**src/rtl/muldiv_pkg.sv**
```systemverilog
// Shared widths, op encodings and FSM states for the iterative mul/div writeback unit.
package muldiv_pkg;

   localparam int unsigned XLEN = 16;
   localparam int unsigned AW   = 4;
   localparam int unsigned ITER = 16;

   localparam logic [1:0] OP_MUL  = 2'b00;
   localparam logic [1:0] OP_MULH = 2'b01;
   localparam logic [1:0] OP_DIV  = 2'b10;
   localparam logic [1:0] OP_REM  = 2'b11;
   localparam int unsigned OP_SIGNED_BIT = 2;

   typedef enum logic [1:0] {IDLE, BUSY, DONE} state_t;

   localparam logic [XLEN-1:0] DIV0_QUOTIENT = 16'hFFFF;

endpackage

```
**src/rtl/muldiv_writeback_unit_if.sv**
```systemverilog
// Operand/request and writeback bundle between decoder/register_file and the mul/div unit.
interface muldiv_writeback_unit_if import muldiv_pkg::*; ();

   logic            start;
   logic [2:0]      op;
   logic [XLEN-1:0] rs1_data;
   logic [XLEN-1:0] rs2_data;
   logic [AW-1:0]   rd;
   logic            stall;
   logic            busy;
   logic            rf_we;
   logic [AW-1:0]   rf_waddr;
   logic [XLEN-1:0] rf_wdata;

   modport master (
      output start, op, rs1_data, rs2_data, rd,
      input  stall, busy, rf_we, rf_waddr, rf_wdata
   );

   modport slave (
      input  start, op, rs1_data, rs2_data, rd,
      output stall, busy, rf_we, rf_waddr, rf_wdata
   );

endinterface

```
**src/rtl/muldiv_step_core.sv**
```systemverilog
// One iteration on the {hi, lo} accumulator: right shift-add for multiply,
// left shift with restoring subtract for divide.
module muldiv_step_core import muldiv_pkg::*; (
   input  logic            is_div,
   input  logic [XLEN-1:0] operand,
   input  logic [XLEN-1:0] hi,
   input  logic [XLEN-1:0] lo,
   output logic [XLEN-1:0] hi_next,
   output logic [XLEN-1:0] lo_next
);

   logic [XLEN:0]   sum;
   logic [XLEN:0]   rem_shift;
   logic [XLEN+1:0] diff;
   logic            unused_bits;

   always_comb begin
      sum       = {1'b0, hi} + (lo[0] ? {1'b0, operand} : '0);
      rem_shift = {hi, lo[XLEN-1]};
      diff      = {1'b0, rem_shift} - {2'b00, operand};
      hi_next   = sum[XLEN:1];
      lo_next   = {sum[0], lo[XLEN-1:1]};
      if (is_div) begin
         // A clear borrow bit means the divisor fits; the partial remainder is then < divisor.
         if (!diff[XLEN+1]) begin
            hi_next = diff[XLEN-1:0];
            lo_next = {lo[XLEN-2:0], 1'b1};
         end else begin
            hi_next = rem_shift[XLEN-1:0];
            lo_next = {lo[XLEN-2:0], 1'b0};
         end
      end
   end

   assign unused_bits = rem_shift[XLEN] ^ diff[XLEN];

endmodule

```
**src/rtl/muldiv_writeback_unit.sv**
```systemverilog
// Iterative 16-bit MUL/MULH/DIV/REM with fixed 17-cycle latency and one-cycle register writeback.
// Define MULDIV_SIGNED_EN to honour op[2] as two's-complement select.
module muldiv_writeback_unit import muldiv_pkg::*; (
   input logic               clk,
   input logic               reset,
   muldiv_writeback_unit_if.slave bus
);

   localparam logic [3:0] LAST_COUNT = 4'(ITER - 1);

   state_t          state;
   logic [3:0]      counter;
   logic [1:0]      op_q;
   logic [AW-1:0]   rd_q;
   logic [XLEN-1:0] operand_q;
   logic [XLEN-1:0] hi_q;
   logic [XLEN-1:0] lo_q;
   logic            div0_q;
   logic [XLEN-1:0] hi_next;
   logic [XLEN-1:0] lo_next;
   logic [XLEN-1:0] a_mag;
   logic [XLEN-1:0] b_mag;
   logic [XLEN-1:0] result;
   logic [2*XLEN-1:0] product;
   logic [XLEN-1:0] quotient;
   logic [XLEN-1:0] remainder;

`ifdef MULDIV_SIGNED_EN
   logic a_neg;
   logic b_neg;
   logic neg_res_q;
   logic neg_rem_q;

   always_comb begin
      a_neg = bus.op[OP_SIGNED_BIT] & bus.rs1_data[XLEN-1];
      b_neg = bus.op[OP_SIGNED_BIT] & bus.rs2_data[XLEN-1];
      a_mag = a_neg ? -bus.rs1_data : bus.rs1_data;
      b_mag = b_neg ? -bus.rs2_data : bus.rs2_data;
   end
`else
   logic unused_op_sign;

   assign unused_op_sign = bus.op[OP_SIGNED_BIT];
   assign a_mag = bus.rs1_data;
   assign b_mag = bus.rs2_data;
`endif

   muldiv_step_core u_step (
      .is_div  (op_q[1]),
      .operand (operand_q),
      .hi      (hi_q),
      .lo      (lo_q),
      .hi_next (hi_next),
      .lo_next (lo_next)
   );

   // Result of the final iteration, selected and registered into rf_wdata on entry to DONE.
   always_comb begin
      product   = {hi_next, lo_next};
      quotient  = lo_next;
      remainder = hi_next;
`ifdef MULDIV_SIGNED_EN
      if (neg_res_q) begin
         product  = -product;
         quotient = -quotient;
      end
      if (neg_rem_q) remainder = -remainder;
`endif
      if (div0_q) quotient = DIV0_QUOTIENT;
      unique case (op_q)
         OP_MUL:  result = product[XLEN-1:0];
         OP_MULH: result = product[2*XLEN-1:XLEN];
         OP_DIV:  result = quotient;
         OP_REM:  result = remainder;
         default: result = '0;
      endcase
   end

   always_ff @(posedge clk or posedge reset) begin
      if (reset) begin
         state        <= IDLE;
         counter      <= '0;
         op_q         <= '0;
         rd_q         <= '0;
         operand_q    <= '0;
         hi_q         <= '0;
         lo_q         <= '0;
         div0_q       <= 1'b0;
         bus.rf_we    <= 1'b0;
         bus.rf_waddr <= '0;
         bus.rf_wdata <= '0;
`ifdef MULDIV_SIGNED_EN
         neg_res_q    <= 1'b0;
         neg_rem_q    <= 1'b0;
`endif
      end else begin
         unique case (state)
            IDLE: begin
               if (bus.start) begin
                  state     <= BUSY;
                  counter   <= '0;
                  op_q      <= bus.op[1:0];
                  rd_q      <= bus.rd;
                  operand_q <= bus.op[1] ? b_mag : a_mag;
                  hi_q      <= '0;
                  lo_q      <= bus.op[1] ? a_mag : b_mag;
                  div0_q    <= (bus.rs2_data == '0);
`ifdef MULDIV_SIGNED_EN
                  neg_res_q <= a_neg ^ b_neg;
                  neg_rem_q <= a_neg;
`endif
               end
            end
            BUSY: begin
               hi_q    <= hi_next;
               lo_q    <= lo_next;
               counter <= counter + 4'd1;
               if (counter == LAST_COUNT) begin
                  state        <= DONE;
                  bus.rf_we    <= 1'b1;
                  bus.rf_waddr <= rd_q;
                  bus.rf_wdata <= result;
               end
            end
            DONE: begin
               state     <= IDLE;
               bus.rf_we <= 1'b0;
            end
            default: state <= IDLE;
         endcase
      end
   end

   assign bus.stall = ((state == IDLE) && bus.start) || (state == BUSY);
   assign bus.busy  = (state != IDLE);

endmodule

```
**src/flat_wrapper.sv**
```systemverilog
// flat-port wrapper written by rule: the top's interface ports become plain ports
module muldiv_writeback_unit_flat import muldiv_pkg::*;
  (clk, reset, bus_start, bus_op, bus_rs1_data, bus_rs2_data, bus_rd, bus_stall, bus_busy, bus_rf_we, bus_rf_waddr, bus_rf_wdata);
  muldiv_writeback_unit_if bus_i ();
  input logic clk;
  input logic reset;
  input wire logic [$bits(bus_i.start)-1:0] bus_start;
  input wire logic [$bits(bus_i.op)-1:0] bus_op;
  input wire logic [$bits(bus_i.rs1_data)-1:0] bus_rs1_data;
  input wire logic [$bits(bus_i.rs2_data)-1:0] bus_rs2_data;
  input wire logic [$bits(bus_i.rd)-1:0] bus_rd;
  output wire logic [$bits(bus_i.stall)-1:0] bus_stall;
  output wire logic [$bits(bus_i.busy)-1:0] bus_busy;
  output wire logic [$bits(bus_i.rf_we)-1:0] bus_rf_we;
  output wire logic [$bits(bus_i.rf_waddr)-1:0] bus_rf_waddr;
  output wire logic [$bits(bus_i.rf_wdata)-1:0] bus_rf_wdata;
  assign bus_i.start = bus_start;
  assign bus_i.op = bus_op;
  assign bus_i.rs1_data = bus_rs1_data;
  assign bus_i.rs2_data = bus_rs2_data;
  assign bus_i.rd = bus_rd;
  assign bus_stall = bus_i.stall;
  assign bus_busy = bus_i.busy;
  assign bus_rf_we = bus_i.rf_we;
  assign bus_rf_waddr = bus_i.rf_waddr;
  assign bus_rf_wdata = bus_i.rf_wdata;
  muldiv_writeback_unit u_core (.clk(clk), .reset(reset), .bus(bus_i));
endmodule
```
**config.mk**
```make
export PLATFORM = sky130hd
export DESIGN_NAME = muldiv_writeback_unit_flat
export DESIGN_NICKNAME = d
export VERILOG_FILES = /design/src/rtl/muldiv_pkg.sv /design/src/rtl/muldiv_writeback_unit_if.sv /design/src/rtl/muldiv_step_core.sv /design/src/rtl/muldiv_writeback_unit.sv /design/src/flat_wrapper.sv
export SDC_FILE = /design/constraint.sdc
export NUM_CORES = 1
export LEC_CHECK = 0
export ABC_AREA = 1
export CORE_ASPECT_RATIO = 0.75
export CORE_UTILIZATION = 40
export CTS_BUF_LIST = sky130_fd_sc_hd__clkbuf_4 sky130_fd_sc_hd__clkbuf_8 sky130_fd_sc_hd__clkbuf_16
export DETAILED_ROUTE_END_ITERATION = 16
export MAX_ROUTING_LAYER = met4
export PLACE_DENSITY_LB_ADDON = 0.15
export SLEW_MARGIN = 30
export SYNTH_ARGS = -nofsm -noshare
export SYNTH_HDL_FRONTEND = slang
export SYNTH_SLANG_ARGS = --single-unit
export TNS_END_PERCENT = 30
```
**constraint.sdc**
```tcl
create_clock -name clk -period 2.4 [get_ports clk]
set_input_delay 0.48 -clock clk [delete_from_list [all_inputs] [get_ports clk]]
set_output_delay 0.48 -clock clk [all_outputs]
set_load 0.1 [all_outputs]
```
# Yosys cells after proc, flatten, opt, wreduce, memory -nomap -nowiden
# Index checks and enable logic that the tools add are counted.
dict set report word_totals {
  in_bits 42
  elab_cells 56
  regBits 82
  out_inout_bits 23
}
dict set report op_classes {
  n_eq_ne 8
  reduce_logical 14
  addsub 3
  muxes 20
}
# operator count
set ops {}
lappend ops {{$mux 16} 9}
lappend ops {{$pmux 16 s2} 2}
lappend ops {{$pmux 16 s3} 1}
lappend ops {{$sub 17x16->18} 1}
lappend ops {{$add 16x17->17} 1}
lappend ops {{$logic_not 16->1} 1}
lappend ops {{$reduce_and 2->1} 5}
lappend ops {{$pmux 4 s2} 1}
lappend ops {{$eq 2x2->1 const B} 3}
lappend ops {{$reduce_bool 2->1} 3}
lappend ops {{$add 4x1->4 const B} 1}
lappend ops {{$eq 2x1->1 const B} 2}
lappend ops {{$eq 4x4->1 const B} 1}
lappend ops {{$logic_not 2->1} 2}
lappend ops {{$mux 2} 2}
lappend ops {{$mux 4} 1}
lappend ops {{$pmux 2 s2} 1}
lappend ops {{$mux 1} 2}
lappend ops {{$ne 2x1->1 const B} 1}
lappend ops {{$ne 2x2->1 const B} 1}
lappend ops {{$pmux 1 s2} 1}
lappend ops {{$reduce_or 2->1} 1}
lappend ops {{$logic_and 1x1->1} 1}
lappend ops {{$logic_or 1x1->1} 1}

# Logic depth before layout (Yosys ltp)
dict set report logic_depth {
  ltp_word 5
  depth_mapped 17
  ltp_nobuf 16
}

# Modules after synthesis
# From an unflattened synthesis, not the netlist that was laid out.
dict set report hier_totals {
  cells_unflattened 1019
  area_unflattened_um2 6511.2
}
# mod area_each_um2 instances cells_each seq_area_each_um2
set by_module_without_submodules {}
lappend by_module_without_submodules {muldiv_writeback_unit 3907.5 1 509 2052.0}
lappend by_module_without_submodules {muldiv_step_core 2603.7 1 510 0.0}

# Worst setup path before layout
# OpenSTA, ideal clock, no wires.
dict set report synth_timing {
  path_type {register to output}
  start {register u_core.state[1]}
  end {output bus_stall}
  stages_incl_launch_ff 7
  required_time_ns 1.920
  path_slack_ns -0.013
  t_arrival_ns 1.933
  n_path_buf 1
  cell_sequence {dfrtp_1 -> nor2_1 -> nand2_1 -> inv_1 -> nor2_2 -> inv_1 -> clkbuf_1}
}
dict set report synth_via {
  elab_chain_len 3
  elab_cells_between_ends 4
  classes_between {eq/ne: 1; reduce/logical: 3}
}
# element line_no
set synth_rtl {}
lappend synth_rtl {{start: declaration} muldiv_writeback_unit.sv:11} ;# state_t state;
lappend synth_rtl {{start signal: assignment} muldiv_writeback_unit.sv:81} ;# state <= IDLE;
lappend synth_rtl {{start signal: assignment} muldiv_writeback_unit.sv:100} ;# state <= BUSY;
lappend synth_rtl {{start signal: assignment} muldiv_writeback_unit.sv:119} ;# state <= DONE;
lappend synth_rtl {{$logic_not 2->1} muldiv_writeback_unit.sv:134} ;# assign bus.stall = ((state == IDLE) && bus.start) || (state == BUSY);
lappend synth_rtl {{$logic_and 1x1->1} muldiv_writeback_unit.sv:134}
lappend synth_rtl {{$logic_or 1x1->1 *} muldiv_writeback_unit.sv:134}
lappend synth_rtl {{end: declaration} flat_wrapper.sv:12} ;# output wire logic [$bits(bus_i.stall)-1:0] bus_stall;
# Mark *: on every way between the ends. The rest lies on a longest branch, timed or not.

# Worst setup path after layout
dict set report layout_timing {
  start {register u_core.hi_q[3]}
  end {register u_core.bus.rf_wdata[0]}
}
dict set report layout_via {
  elab_chain_len 5
  elab_cells_between_ends 7
  classes_between {add/sub: 1; mux: 6}
}
# element line_no
set layout_rtl {}
lappend layout_rtl {{start: declaration} muldiv_writeback_unit.sv:16} ;# logic [XLEN-1:0] hi_q;
lappend layout_rtl {{start signal: assignment} muldiv_writeback_unit.sv:115} ;# hi_q <= hi_next;
lappend layout_rtl {{$sub 17x16->18 *} muldiv_step_core.sv:20} ;# diff = {1'b0, rem_shift} - {2'b00, operand};
lappend layout_rtl {{$mux 1} muldiv_step_core.sv:25} ;# if (!diff[XLEN+1]) begin
lappend layout_rtl {{$mux 16} muldiv_step_core.sv:23} ;# if (is_div) begin
lappend layout_rtl {{$mux 16} muldiv_writeback_unit.sv:69} ;# if (div0_q) quotient = DIV0_QUOTIENT;
lappend layout_rtl {{$pmux 16 s3 *} muldiv_writeback_unit.sv:70} ;# unique case (op_q)
lappend layout_rtl {{end signal: assignment} muldiv_writeback_unit.sv:122} ;# bus.rf_wdata <= result;
lappend layout_rtl {{end: declaration} muldiv_writeback_unit_if.sv:22} ;# output stall, busy, rf_we, rf_waddr, rf_wdata
# Marked as above.
# A chain may end at the register's enable or synchronous reset.

==> results_dict.tcl <==
set metrics [dict create \
    yosysTopAreaCell "dfrtp_1" \
    cts.sinks 82 \
    critPathArrivalTime_ns 2.52 \
    cts_tree "yes" \
    antenna_found_initial 0 \
    first_pass_iters 5 \
    via_per_inst 5.20 \
    rows 39 \
    async_flop_share_pct 100 \
    cts_buffers 9 \
    die_h_um 112 \
    fin_crit_ns 2.27 \
    io_buffers 63 \
    gp_congestion 0.903 \
    setup_viol_count_final 0 \
    dominantRegCellSynth "dfrtp_1" \
    wl_per_cell_um 16.6 \
    endpoint_kind "flip-flop" \
    synth_area_um2 6510 \
    crit_chain "ha_1 > nand2_1 > nand2_1 > inv_1 > nand2_1 > nand2_1 > nand3_2 > nand2_4 > nand2_4 > nand2_1 > nand3_1 > nand2_1 > nor2_1 > nor2_2 > nor2_1" \
    grt_overflow_total 0 \
    path_clk_slew_ns 0.08 \
    synth_fp_nets 1061 \
    cpPeakStageDelay_ns 0.44 \
    areaGrowthSynthToFinish_pct 23.7 \
    final_hold_viol_count 0 \
    fmax_mhz 441 \
    h-tree-depth 3 \
    final-seq-area_um2 2050 \
    cpMostUsedCell "nand2_1" \
    rsz0062_at_grt "yes" \
    syn_area_per_cell_um2 6.61 \
    ios 65 \
    status "finished clean" \
    tns_ns 0 \
    grt_pass1_vias 5867 \
    nNetsFinal 1156 \
    dp_hpwl_um 17000 \
    drive_above_1_share_pct 15.6 \
    grt_max_degree 47 \
    worstPathRequired_ns 2.65 \
    skew_ns 0.0167 \
    diodes 0 \
    post-route-period-util_pct 94.4 \
    drt-total-wl_um 21400 \
    synth.area.top_cells "dfrtp_1 32%, nand2_1 17%, inv_1 8.2%" \
    drc 0 \
    clk_latency_ns 0.36 \
    min_path_type "flip-flop to flip-flop" \
    grtUsageTotal_pct 27.3 \
    slew_viol_final 0 \
    grt_pass1_wl_um 33300 \
    multiInputGateArea_um2 3780 \
    slowest_stage "dfrtp_1" \
    final_cell_mix "286 x nand2_1, 142 x inv_1, 83 x o21ai_0, 81 x dfrtp_1, 78 x buf_4" \
    die_area_um2 16800 \
    synth-edff-count 0 \
    design_area_um2 8050 \
    crit_buf_inv 1 \
    tightestPinTransition_ns 0.677 \
    cp_top_family "simple AND/OR/NAND/NOR gates" \
    max_slew_margin_pct 54.4 \
    synthCells 984 \
    critPathKind "flip-flop to flip-flop" \
    critPathLaunchType "flip-flop" \
    ys_types 44 \
    path_max_fanout 15 \
    final_common_cell "nand2_1" \
    coreArea_um2 15600 \
    ys_warn_count 0 \
    cts-root-buf "clkbuf_16" \
    place_area_um2 7660 \
    ctsHoldBuffers 0 \
    vias 6709 \
    max_cap_viol_count 0 \
    ant_nets 0 \
    yosys.area.top_type_share_pct 31.5 \
    drt_iter0_markers 603 \
    nFillCells 1595 \
    clockBufferDepth 2 \
    ys_seq_area_share_pct 31.5 \
    synth_seq_cells 82 \
    chipWidth_um 149 \
    start_util_pct 41.8 \
]
==> worst register-to-register path, delay by kind of cell (launching register included) <==
family / cells / cell delay, ns
simple gates: 13 / 1.23
flops: 1 / 0.44
fa+ha+maj: 1 / 0.40
buf+inv: 1 / 0.08
==> per-layer routing <==
metal / wire [um] / global-route usage, % / vias to the layer above
li1: - / - / 3371
met1: 11300 / 44.1 / 3070
met2: 7990 / 33.9 / 254
met3: 1910 / 5.12 / 14
met4: 201 / 5.31 / 0
met5: 0 / - / -
==> cell usage after synthesis, drive strengths merged (3+ instances only) <==
cell type / instances
o221ai: 12
o21ai: 90
nor3: 8
nand2: 296
dfrtp: 82
inv: 149
o211ai: 13
and2: 3
xnor2: 5
nor2: 58
a21oi: 54
buf: 16
nand3: 91
clkbuf: 23
or2: 14
nand4: 13
nand3b: 4
ha: 33
==> sequential cells by signal, summed over array words and instances, names as in the netlist <==
signal and flops:
u_core.bus.rf_waddr 4, u_core.state 2, u_core.bus.rf_we 1, u_core.lo_q 16, u_core.operand_q 16, u_core.hi_q 16
u_core.rd_q 4, u_core.op_q 2, u_core.counter 4, u_core.div0_q 1, u_core.bus.rf_wdata 16
==> kinds of logic after synthesis <==
group                    share of synthesized area (%)
flip-flops                                        31.5
buffers and inverters                             11.6
adder cells (fa/ha/maj)                           6.96
multiplexers                                     0.154
XOR/XNOR                                         0.942
AND/OR/NAND/NOR                                   33.2
AO/OA/AOI/OAI                                     15.6
==> path summary, 6_finish.rpt <==
kind | end | cells past startpoint | from | slack [ns]
worst max-delay path | u_core.bus.rf_wdata[0]$_DFFE_PP0P_ | 15 | u_core.hi_q[3]$_DFFE_PP0P_ | 0.13
worst min-delay path | u_core.bus.rf_waddr[0]$_DFFE_PP0P_ | 2 | u_core.rd_q[0]$_DFFE_PP0P_ | 0.47
worst max register to register | u_core.bus.rf_wdata[0]$_DFFE_PP0P_ | 15 | u_core.hi_q[3]$_DFFE_PP0P_ | 0.13
worst min register to register | u_core.bus.rf_waddr[0]$_DFFE_PP0P_ | 2 | u_core.rd_q[0]$_DFFE_PP0P_ | 0.47
max in group asynchronous | u_core.operand_q[6]$_DFFE_PP0P_ | 3 | reset | 1.31
min in group asynchronous | u_core.hi_q[1]$_DFFE_PP0P_ | 2 | reset | 0.48
==> what timing repair did <==
action | 4_1_cts | 5_1_grt
setup buffers | 0 | 1
resized for setup | 0 | 25
setup endpoints to repair | 0 | 16
==> stage by stage <==
| step | worst slack [ns] | hold slack (ns) | instances | utilization [%] |
|---|---|---|---|---|
| after floorplan | -0.0131 | 0.449 | 984 | - |
| after global placement | 0.120 | 0.460 | 1272 | 49.2 |
| after detailed placement | 0.118 | 0.460 | 1272 | 49.2 |
| after CTS | 0.0881 | 0.473 | 1288 | 51.2 |
| after global routing | -0.0191 | 0.491 | 1289 | 51.7 |
| final | 0.133 | 0.474 | 1289 | 51.7 |
==> final cells by class <==
type                    count  share of cell area, %
clock buffers               9                   2.80
clock inverters             7                   1.01
inverters                 151                   7.09
multi-input cells         712                   47.0
flip-flops and latches     82                   25.5
well taps                 205                   3.19
repair buffers            123                   13.4
Power is left out: the tool's default activity adds up to more than one toggle a clock period on the data nets, which glitch-free logic cannot reach.
